## src/rtl/fp_pkg.sv

```systemverilog
// Shared floating-point helpers: format geometry, canonical NaN, and the divider state encoding.
package fp_pkg;

  typedef enum logic [1:0] {IDLE, DIVIDE, ROUND, DONE} div_state_t;

  function automatic int float_width(int e, int m);
    return e + m + 1;
  endfunction

  function automatic int bias(int e);
    return (1 << (e - 1)) - 1;
  endfunction

  // Negative quiet NaN; E4M3 has a single all-ones NaN encoding.
  function automatic logic [63:0] quiet_nan(int e, int m);
    logic [63:0] r;
    r = '0;
    if (e == 4 && m == 3) begin
      r[7:0] = 8'hFF;
    end else begin
      r[e+m] = 1'b1;
      for (int i = m - 1; i < e + m; i++) r[i] = 1'b1;
    end
    return r;
  endfunction

endpackage

```

## src/rtl/is_special_float.sv

```systemverilog
// Classifies an unsigned float magnitude; subnormals report as zero (flush-to-zero library).
module is_special_float #(
  parameter int EXPONENT_WIDTH = 8,
  parameter int MANTISSA_WIDTH = 23
) (
  input  logic [EXPONENT_WIDTH+MANTISSA_WIDTH-1:0] magnitude,
  output logic                                     zero,
  output logic                                     inf,
  output logic                                     nan,
  output logic                                     snan
);
  localparam int M = MANTISSA_WIDTH;

  logic exp_zero, exp_ones, mant_zero;

  assign exp_zero  = (magnitude[EXPONENT_WIDTH+M-1:M] == '0);
  assign exp_ones  = &magnitude[EXPONENT_WIDTH+M-1:M];
  assign mant_zero = (magnitude[M-1:0] == '0);

  assign zero = exp_zero;
  assign inf  = exp_ones && mant_zero;
  assign nan  = exp_ones && !mant_zero;
  assign snan = nan && !magnitude[M-1];
endmodule

```

## src/rtl/result_rounder.sv

```systemverilog
// Rounds {exponent, mantissa} using guard + sticky bits; mantissa carry ripples into the exponent.
module result_rounder #(
  parameter int EXPONENT_WIDTH   = 8,
  parameter int MANTISSA_WIDTH   = 23,
  parameter int ROUNDING_BITS    = 2,
  parameter int ROUND_TO_NEAREST = 1
) (
  input  logic [EXPONENT_WIDTH+MANTISSA_WIDTH-1:0] value,
  input  logic [ROUNDING_BITS-1:0]                 rounding_bits,
  output logic [EXPONENT_WIDTH+MANTISSA_WIDTH-1:0] rounded,
  output logic                                     overflow
);
  localparam int VW = EXPONENT_WIDTH + MANTISSA_WIDTH;

  logic guard, sticky, round_up;

  assign guard    = rounding_bits[ROUNDING_BITS-1];
  assign sticky   = |rounding_bits[ROUNDING_BITS-2:0];
  assign round_up = (ROUND_TO_NEAREST != 0) && guard && (sticky || value[0]);
  assign rounded  = value + VW'(round_up);
  assign overflow = &rounded[VW-1:MANTISSA_WIDTH];
endmodule

```

## src/rtl/floating_point_divider.sv

```systemverilog
// Iterative flush-to-zero float divider: restoring division, one quotient bit per cycle,
// valid/ready on both sides. Specials resolve straight to DONE.
module floating_point_divider
  import fp_pkg::*;
#(
  parameter int EXPONENT_WIDTH   = 8,
  parameter int MANTISSA_WIDTH   = 23,
  parameter int ROUND_TO_NEAREST = 1
) (
  input  logic                                   clk,
  input  logic                                   rst,
  input  logic                                   in_valid,
  output logic                                   in_ready,
  input  logic [EXPONENT_WIDTH+MANTISSA_WIDTH:0] a,
  input  logic [EXPONENT_WIDTH+MANTISSA_WIDTH:0] b,
  output logic                                   out_valid,
  input  logic                                   out_ready,
  output logic [EXPONENT_WIDTH+MANTISSA_WIDTH:0] out,
  output logic                                   underflow_flag,
  output logic                                   overflow_flag,
  output logic                                   invalid_operation_flag,
  output logic                                   divide_by_zero_flag
);
  localparam int E  = EXPONENT_WIDTH;
  localparam int M  = MANTISSA_WIDTH;
  localparam int W  = float_width(E, M);
  localparam int N  = M + 2;
  localparam int CW = $clog2(N + 1);
  localparam logic [63:0]          QNAN_WIDE = quiet_nan(E, M);
  localparam logic [W-1:0]         QNAN      = QNAN_WIDE[W-1:0];
  localparam logic signed [E+1:0]  BIAS_S    = (E+2)'(bias(E));
  localparam logic signed [E+1:0]  EXP_ONES  = (E+2)'((1 << E) - 1);
  localparam logic signed [E+1:0]  EXP_ZERO  = '0;
  localparam logic [CW-1:0]        N_CNT     = CW'(N);
  localparam logic [CW-1:0]        CNT_LAST  = CW'(1);

  div_state_t            state;
  logic [CW-1:0]         cnt;
  logic                  sign_q;
  logic signed [E+1:0]   exp_q;
  logic [M+1:0]          rem_q;
  logic [M:0]            div_q;
  logic [N-2:0]          quot_q;

  logic a_zero, a_inf, a_nan, a_snan;
  logic b_zero, b_inf, b_nan, b_snan;

  is_special_float #(.EXPONENT_WIDTH(E), .MANTISSA_WIDTH(M)) u_spec_a (
    .magnitude(a[W-2:0]), .zero(a_zero), .inf(a_inf), .nan(a_nan), .snan(a_snan)
  );
  is_special_float #(.EXPONENT_WIDTH(E), .MANTISSA_WIDTH(M)) u_spec_b (
    .magnitude(b[W-2:0]), .zero(b_zero), .inf(b_inf), .nan(b_nan), .snan(b_snan)
  );

  assign in_ready = (state == IDLE) && !rst;

  logic sign_in;
  assign sign_in = a[W-1] ^ b[W-1];

  logic         special, spec_inv, spec_dz;
  logic [W-1:0] spec_out;

  always_comb begin
    special  = 1'b1;
    spec_out = QNAN;
    spec_inv = 1'b0;
    spec_dz  = 1'b0;
    if (a_nan || b_nan) begin
      spec_inv = a_snan || b_snan;
    end else if ((a_zero && b_zero) || (a_inf && b_inf)) begin
      spec_inv = 1'b1;
    end else if (b_zero && !a_inf) begin
      spec_out = {sign_in, {E{1'b1}}, {M{1'b0}}};
      spec_dz  = 1'b1;
    end else if (a_inf) begin
      spec_out = {sign_in, {E{1'b1}}, {M{1'b0}}};
    end else if (a_zero || b_inf) begin
      spec_out = {sign_in, {(W-1){1'b0}}};
    end else begin
      special = 1'b0;
    end
  end

  // Operand setup: pre-normalise so the first quotient bit is always the leading one.
  logic [M:0]          ma, mb;
  logic                pre_shift;
  logic signed [E+1:0] ea_s, eb_s, shift_s, exp_in;

  assign ma        = {1'b1, a[M-1:0]};
  assign mb        = {1'b1, b[M-1:0]};
  assign pre_shift = ma < mb;
  assign ea_s      = {2'b00, a[W-2:M]};
  assign eb_s      = {2'b00, b[W-2:M]};
  assign shift_s   = (E+2)'(pre_shift);
  assign exp_in    = ea_s - eb_s + BIAS_S - shift_s;

  logic [M+1:0] div_ext;
  logic         q_bit;
  logic [M:0]   rem_sel;

  assign div_ext = {1'b0, div_q};
  assign q_bit   = rem_q >= div_ext;
  assign rem_sel = q_bit ? (M+1)'(rem_q - div_ext) : rem_q[M:0];

  logic [E+M-1:0] rounded;
  logic           rnd_ovf;

  result_rounder #(
    .EXPONENT_WIDTH(E), .MANTISSA_WIDTH(M), .ROUNDING_BITS(2), .ROUND_TO_NEAREST(ROUND_TO_NEAREST)
  ) u_rounder (
    .value        ({exp_q[E-1:0], quot_q[N-2:1]}),
    .rounding_bits({quot_q[0], |rem_q}),
    .rounded      (rounded),
    .overflow     (rnd_ovf)
  );

  logic [W-1:0] norm_out;
  logic         norm_uf, norm_of;

  always_comb begin
    norm_out = {sign_q, rounded};
    norm_uf  = 1'b0;
    norm_of  = 1'b0;
    if (exp_q <= EXP_ZERO) begin
      norm_out = {sign_q, {(W-1){1'b0}}};
      norm_uf  = 1'b1;
    end else if (exp_q >= EXP_ONES || rnd_ovf) begin
      norm_out = {sign_q, {E{1'b1}}, {M{1'b0}}};
      norm_of  = 1'b1;
    end
  end

  always_ff @(posedge clk) begin
    if (rst) begin
      state                  <= IDLE;
      cnt                    <= '0;
      out_valid              <= 1'b0;
      out                    <= '0;
      underflow_flag         <= 1'b0;
      overflow_flag          <= 1'b0;
      invalid_operation_flag <= 1'b0;
      divide_by_zero_flag    <= 1'b0;
    end else begin
      unique case (state)
        IDLE: if (in_valid) begin
          if (special) begin
            out                    <= spec_out;
            underflow_flag         <= 1'b0;
            overflow_flag          <= 1'b0;
            invalid_operation_flag <= spec_inv;
            divide_by_zero_flag    <= spec_dz;
            out_valid              <= 1'b1;
            state                  <= DONE;
          end else begin
            cnt   <= N_CNT;
            state <= DIVIDE;
          end
        end
        DIVIDE: begin
          cnt <= cnt - CNT_LAST;
          if (cnt == CNT_LAST) state <= ROUND;
        end
        ROUND: begin
          out                    <= norm_out;
          underflow_flag         <= norm_uf;
          overflow_flag          <= norm_of;
          invalid_operation_flag <= 1'b0;
          divide_by_zero_flag    <= 1'b0;
          out_valid              <= 1'b1;
          state                  <= DONE;
        end
        DONE: if (out_ready) begin
          out_valid <= 1'b0;
          state     <= IDLE;
        end
        default: state <= IDLE;
      endcase
    end
  end

  // Datapath: leading quotient bit falls off the top of quot_q after N shifts.
  always_ff @(posedge clk) begin
    if (state == IDLE && in_valid) begin
      sign_q <= sign_in;
      exp_q  <= exp_in;
      div_q  <= mb;
      rem_q  <= pre_shift ? {ma, 1'b0} : {1'b0, ma};
    end else if (state == DIVIDE) begin
      rem_q  <= {rem_sel, 1'b0};
      quot_q <= {quot_q[N-3:0], q_bit};
    end
  end
endmodule

```

## config.mk

```make
export PLATFORM = sky130hd
export DESIGN_NAME = floating_point_divider
export DESIGN_NICKNAME = d
export VERILOG_FILES = /design/src/rtl/fp_pkg.sv /design/src/rtl/is_special_float.sv /design/src/rtl/result_rounder.sv /design/src/rtl/floating_point_divider.sv
export SDC_FILE = /design/constraint.sdc
export NUM_CORES = 1
export LEC_CHECK = 0
export CAP_MARGIN = 25
export CORE_MARGIN = 10
export CORE_UTILIZATION = 45
export CTS_CLUSTER_SIZE = 12
export DETAILED_ROUTE_END_ITERATION = 6
export HOLD_SLACK_MARGIN = 0.15
export PLACE_DENSITY = 0.69
export SLEW_MARGIN = 20
export SYNTH_ARGS = -nofsm -noshare
export SYNTH_HDL_FRONTEND = slang
export SYNTH_HIERARCHICAL = 1
export SYNTH_SLANG_ARGS = --single-unit
```

## constraint.sdc

```tcl
create_clock -name clk -period 4 [get_ports clk]
set_clock_uncertainty 0.15 [all_clocks]
set_input_delay 0.4 -clock clk [delete_from_list [all_inputs] [get_ports clk]]
set_output_delay 0.4 -clock clk [all_outputs]
set_load 0.05 [all_outputs]
```

==> metrics.md <==
| Metric | Value |
|---|---|
| CP max stage cell | edfxtp_1 |
| Clock latency on the worst-skew pair | 0.43 ns |
| Max-Cap Viols | 0 |
| Fillers | 1607 |
| Final Util | 0.609 |
| Post-DP Area | 0.0106 sq mm |
| Max-slew violations | 0 |
| Unrepaired setup endpoints after global routing | true |
| Yosys top cell by area | edfxtp_1 |
| Vias in the first global route | 7747 |
| DP Worst Slack | -0.462 ns |
| Distinct cell type count of the synthesized netlist | 72 |
| Minimum clock period | 4.04 ns |
| Die span in x | 160 microns |
| Power per Cell Area | 673 mW/mm^2 |
| Slew @ Worst Pin | 0.632 ns |
| DRC errors left | 0 |
| Min-delay worst type | input pin to flop |
| CP peak stage delay | 0.48 ns |
| Largest net degree at the start of global routing | 66 |
| Endpoints failing setup | 22 |
| CTS HTree Levels | 4 |
| Post-synth top flop | edfxtp_1 |
| Synth top area cells | edfxtp_1 28%, ha_1 10%, dfxtp_1 10%, a21oi_1 5.1%, nand2_1 3.5% |
| Area Overhead vs Synth | 31.8% |
| Syn_area_per_cell | 9.10 sq um |
| Register Area | 0.00337 sq mm |
| Part of the power in registers | 0.301 |
| Core ar. | 0.0190 sq mm |
| Row count | 50 |
| Antenna Cells | 0 |
| CTS buffer count | 17 |
| Root Buffer | clkbuf_16 |
| # hold bufs at CTS | 0 |
| Synth async-reset ratio | 0 |
| Yosys reg bits | 127 |
| Design area | 0.0115 sq mm |
| Clock tree sinks | 127 |
| Final nets | 1278 |
| Power Total | 7.77 mW |
| Synth Instances | 963 |
| DRT iter0 DRCs | 525 |
| Setup TNS | -0.521 ns |
| Failing checks | setup timing |
| Port bufs | 105 |
| CP startpoint kind | flop |
| Final Hold Viols | 0 |
| Clk slew on worst S/H paths | 0.06 ns |
| Die area | 0.0255 sq mm |
| Clock Path Buffers | 2 |
| Switch Pwr | 3.25 mW |
| Top fanout value on the critical path | 6 |
| Critical Path AT | 4.24 ns |
| Half-perimeter wire length after placement | 17800 microns |
| Vias per inst | 5.64 |
| Worst EP required | 4.20 ns |
| Final WL | 24100 microns |
| Synth Warn # | 6 |
| Outcome | complete, but fails checks |
| Cell area after synthesis | 0.00876 sq mm |
| Clock share of power | 0.203 |
| Leak | 4.55 nW |
| GR Overflow Total | 0 |
| Vias | 7940 |
| Layout cells sized above 1 | 0.154 |
| Peak Freq | 248 MHz |
| Initial antenna violation count | 0 |
| DIE HEIGHT | 160 microns |
| Post-route ant nets | 0 |
| Most common cell in the netlist | a21oi_1 |
| Total track usage | 0.185 |
| Delay-heaviest family, CP | simple AND/OR/NAND/NOR gates |
| Max-Slew Margin vs Limit | 0.579 |
| Area of the multi-input gates | 0.00519 sq mm |
| Logic pwr share | 0.496 |
| Share of the yosys chip area belonging to registers | 0.385 |
| Share of the synthesized area in the top cell type | 0.284 |
| Worst Path Buf+Inv | 3 |
| Synth cell count leaders | 89 x a21oi_1, 83 x edfxtp_1, 82 x nand2_1 |
| Setup ws final | -0.0397 ns |
| Final period util | 1.01 |
| DRT Pass-1 Iters | 6 |
| Critical-path cell list | nor4_4, buf_4, nand2_4, nor4_4, buf_4, nand4_1, o21a_1, ha_4, ha_4, and4_4, nand3b_1, nor4_1, o31ai_1, a211oi_2, o21bai_4, nor2_4, buf_12, nand2_2, a211oi_2 |
| CTS tree | done |
| Worst VDD drop | 0.385 mV |
| Wire length per cell | 17.1 microns |
| Internal power | 4.52 mW |
| Global-route wire length before repair | 39500 microns |
| CP endpoint kind | flop |
| Post-synth EDFFs | 83 |
| GP Congestion | 0.884 |
| Sw frac | 0.418 |
| Critical path class | flop to flop |
| Io pins | 106 |
| Starting density of the core | 0.462 |
| Syn_nets | 1105 |
==> power groups by stage <==
stage	logic (mW)	clock network, mW	registers, mW
global route	4.30	1.64	2.40
floorplan	2.67	0	2.29
detailed placement	3.67	0	2.33
finish	3.86	1.57	2.34
CTS	3.75	1.59	2.31
global placement	3.61	0	2.32
==> sequential cells by signal, summed over array words and instances (netlist names) <==
signal,cells
invalid_operation_flag,1
exp_q,10
divide_by_zero_flag,1
sign_q,1
overflow_flag,1
state,2
out_valid,1
underflow_flag,1
cnt,5
rem_q,25
out,32
quot_q,24
div_q,23
==> worst paths after layout <==
kind         depth (start not counted)  startpoint  slack, ns  endpoint
max                                 19    rem_q[8]      -0.04   out[22]
min                                  2        b[2]       0.17  div_q[2]
max reg2reg                         19    rem_q[8]      -0.04   out[22]
min reg2reg                          2     out[14]       0.30   out[14]
==> metal layers <==
layer,part of all wire,GRT usage,up-vias
met5,0,0,-
met4,0.028,0.0670,0
met3,0.054,0.0426,47
met2,0.45,0.286,241
met1,0.47,0.246,3747
li1,-,-,3905
==> what timing repair did <==
action | 4_1_cts | 5_1_grt
buffers inserted | 1 | 3
pin swaps | 4 | 38
cloned | 1 | 1
gates resized for setup | 11 | 43
endpoints found under the setup margin | 33 | 34
==> logic make-up after synthesis <==
group / Yosys count / synth area share
buffers and inverters: 116 / 0.0531
and+or+nand+nor: 323 / 0.188
muxes: 30 / 0.0343
DFF: 127 / 0.385
AOI/OAI and AO/OA: 244 / 0.182
xor gates and xnor gates: 49 / 0.0490
adders and majority gates: 74 / 0.108
==> layout make-up <==
type	instances	share of cell area
Inverter	82	0.0267
Tap cell	260	0.0282
Clock inverter	15	0.0145
Multi-Input combinational cell	720	0.449
Sequential cell	127	0.292
Timing Repair Buffer	188	0.152
Clock buffer	17	0.0368
==> worst reg2reg max path, cell delays in order (launching register included) <==
cell	delay [ns]
edfxtp_1	0.48
nor4_4	0.33
buf_4	0.17
nand2_4	0.06
nor4_4	0.24
buf_4	0.15
nand4_1	0.15
o21a_1	0.27
ha_4	0.18
ha_4	0.16
and4_4	0.21
nand3b_1	0.09
nor4_1	0.06
o31ai_1	0.32
a211oi_2	0.10
o21bai_4	0.20
nor2_4	0.24
buf_12	0.17
nand2_2	0.06
a211oi_2	0.16
==> cell usage in the layout (no fill, tap or decap), types with 18 or more instances in the layout <==
master and instances:
o21ai_0 25, mux2i_1 30, ha_1 68, nand4_1 24, edfxtp_1 83, a21oi_1 78, a211oi_1 23, clkdlybuf4s50_1 104
nand3_1 26, dfxtp_1 44, nand2_1 80, nor3_1 19, inv_1 80, nor2_1 69, clkbuf_16 18, xnor2_1 34
buf_4 76
==> through the flow <==
stage               hold WS, ns  cells
floorplan                 0.277    963
global placement          0.289   1372
detailed placement        0.294   1372
CTS                       0.303   1406
global route              0.192   1409
finish                    0.165   1409
(Power assumes the default switching activity.)
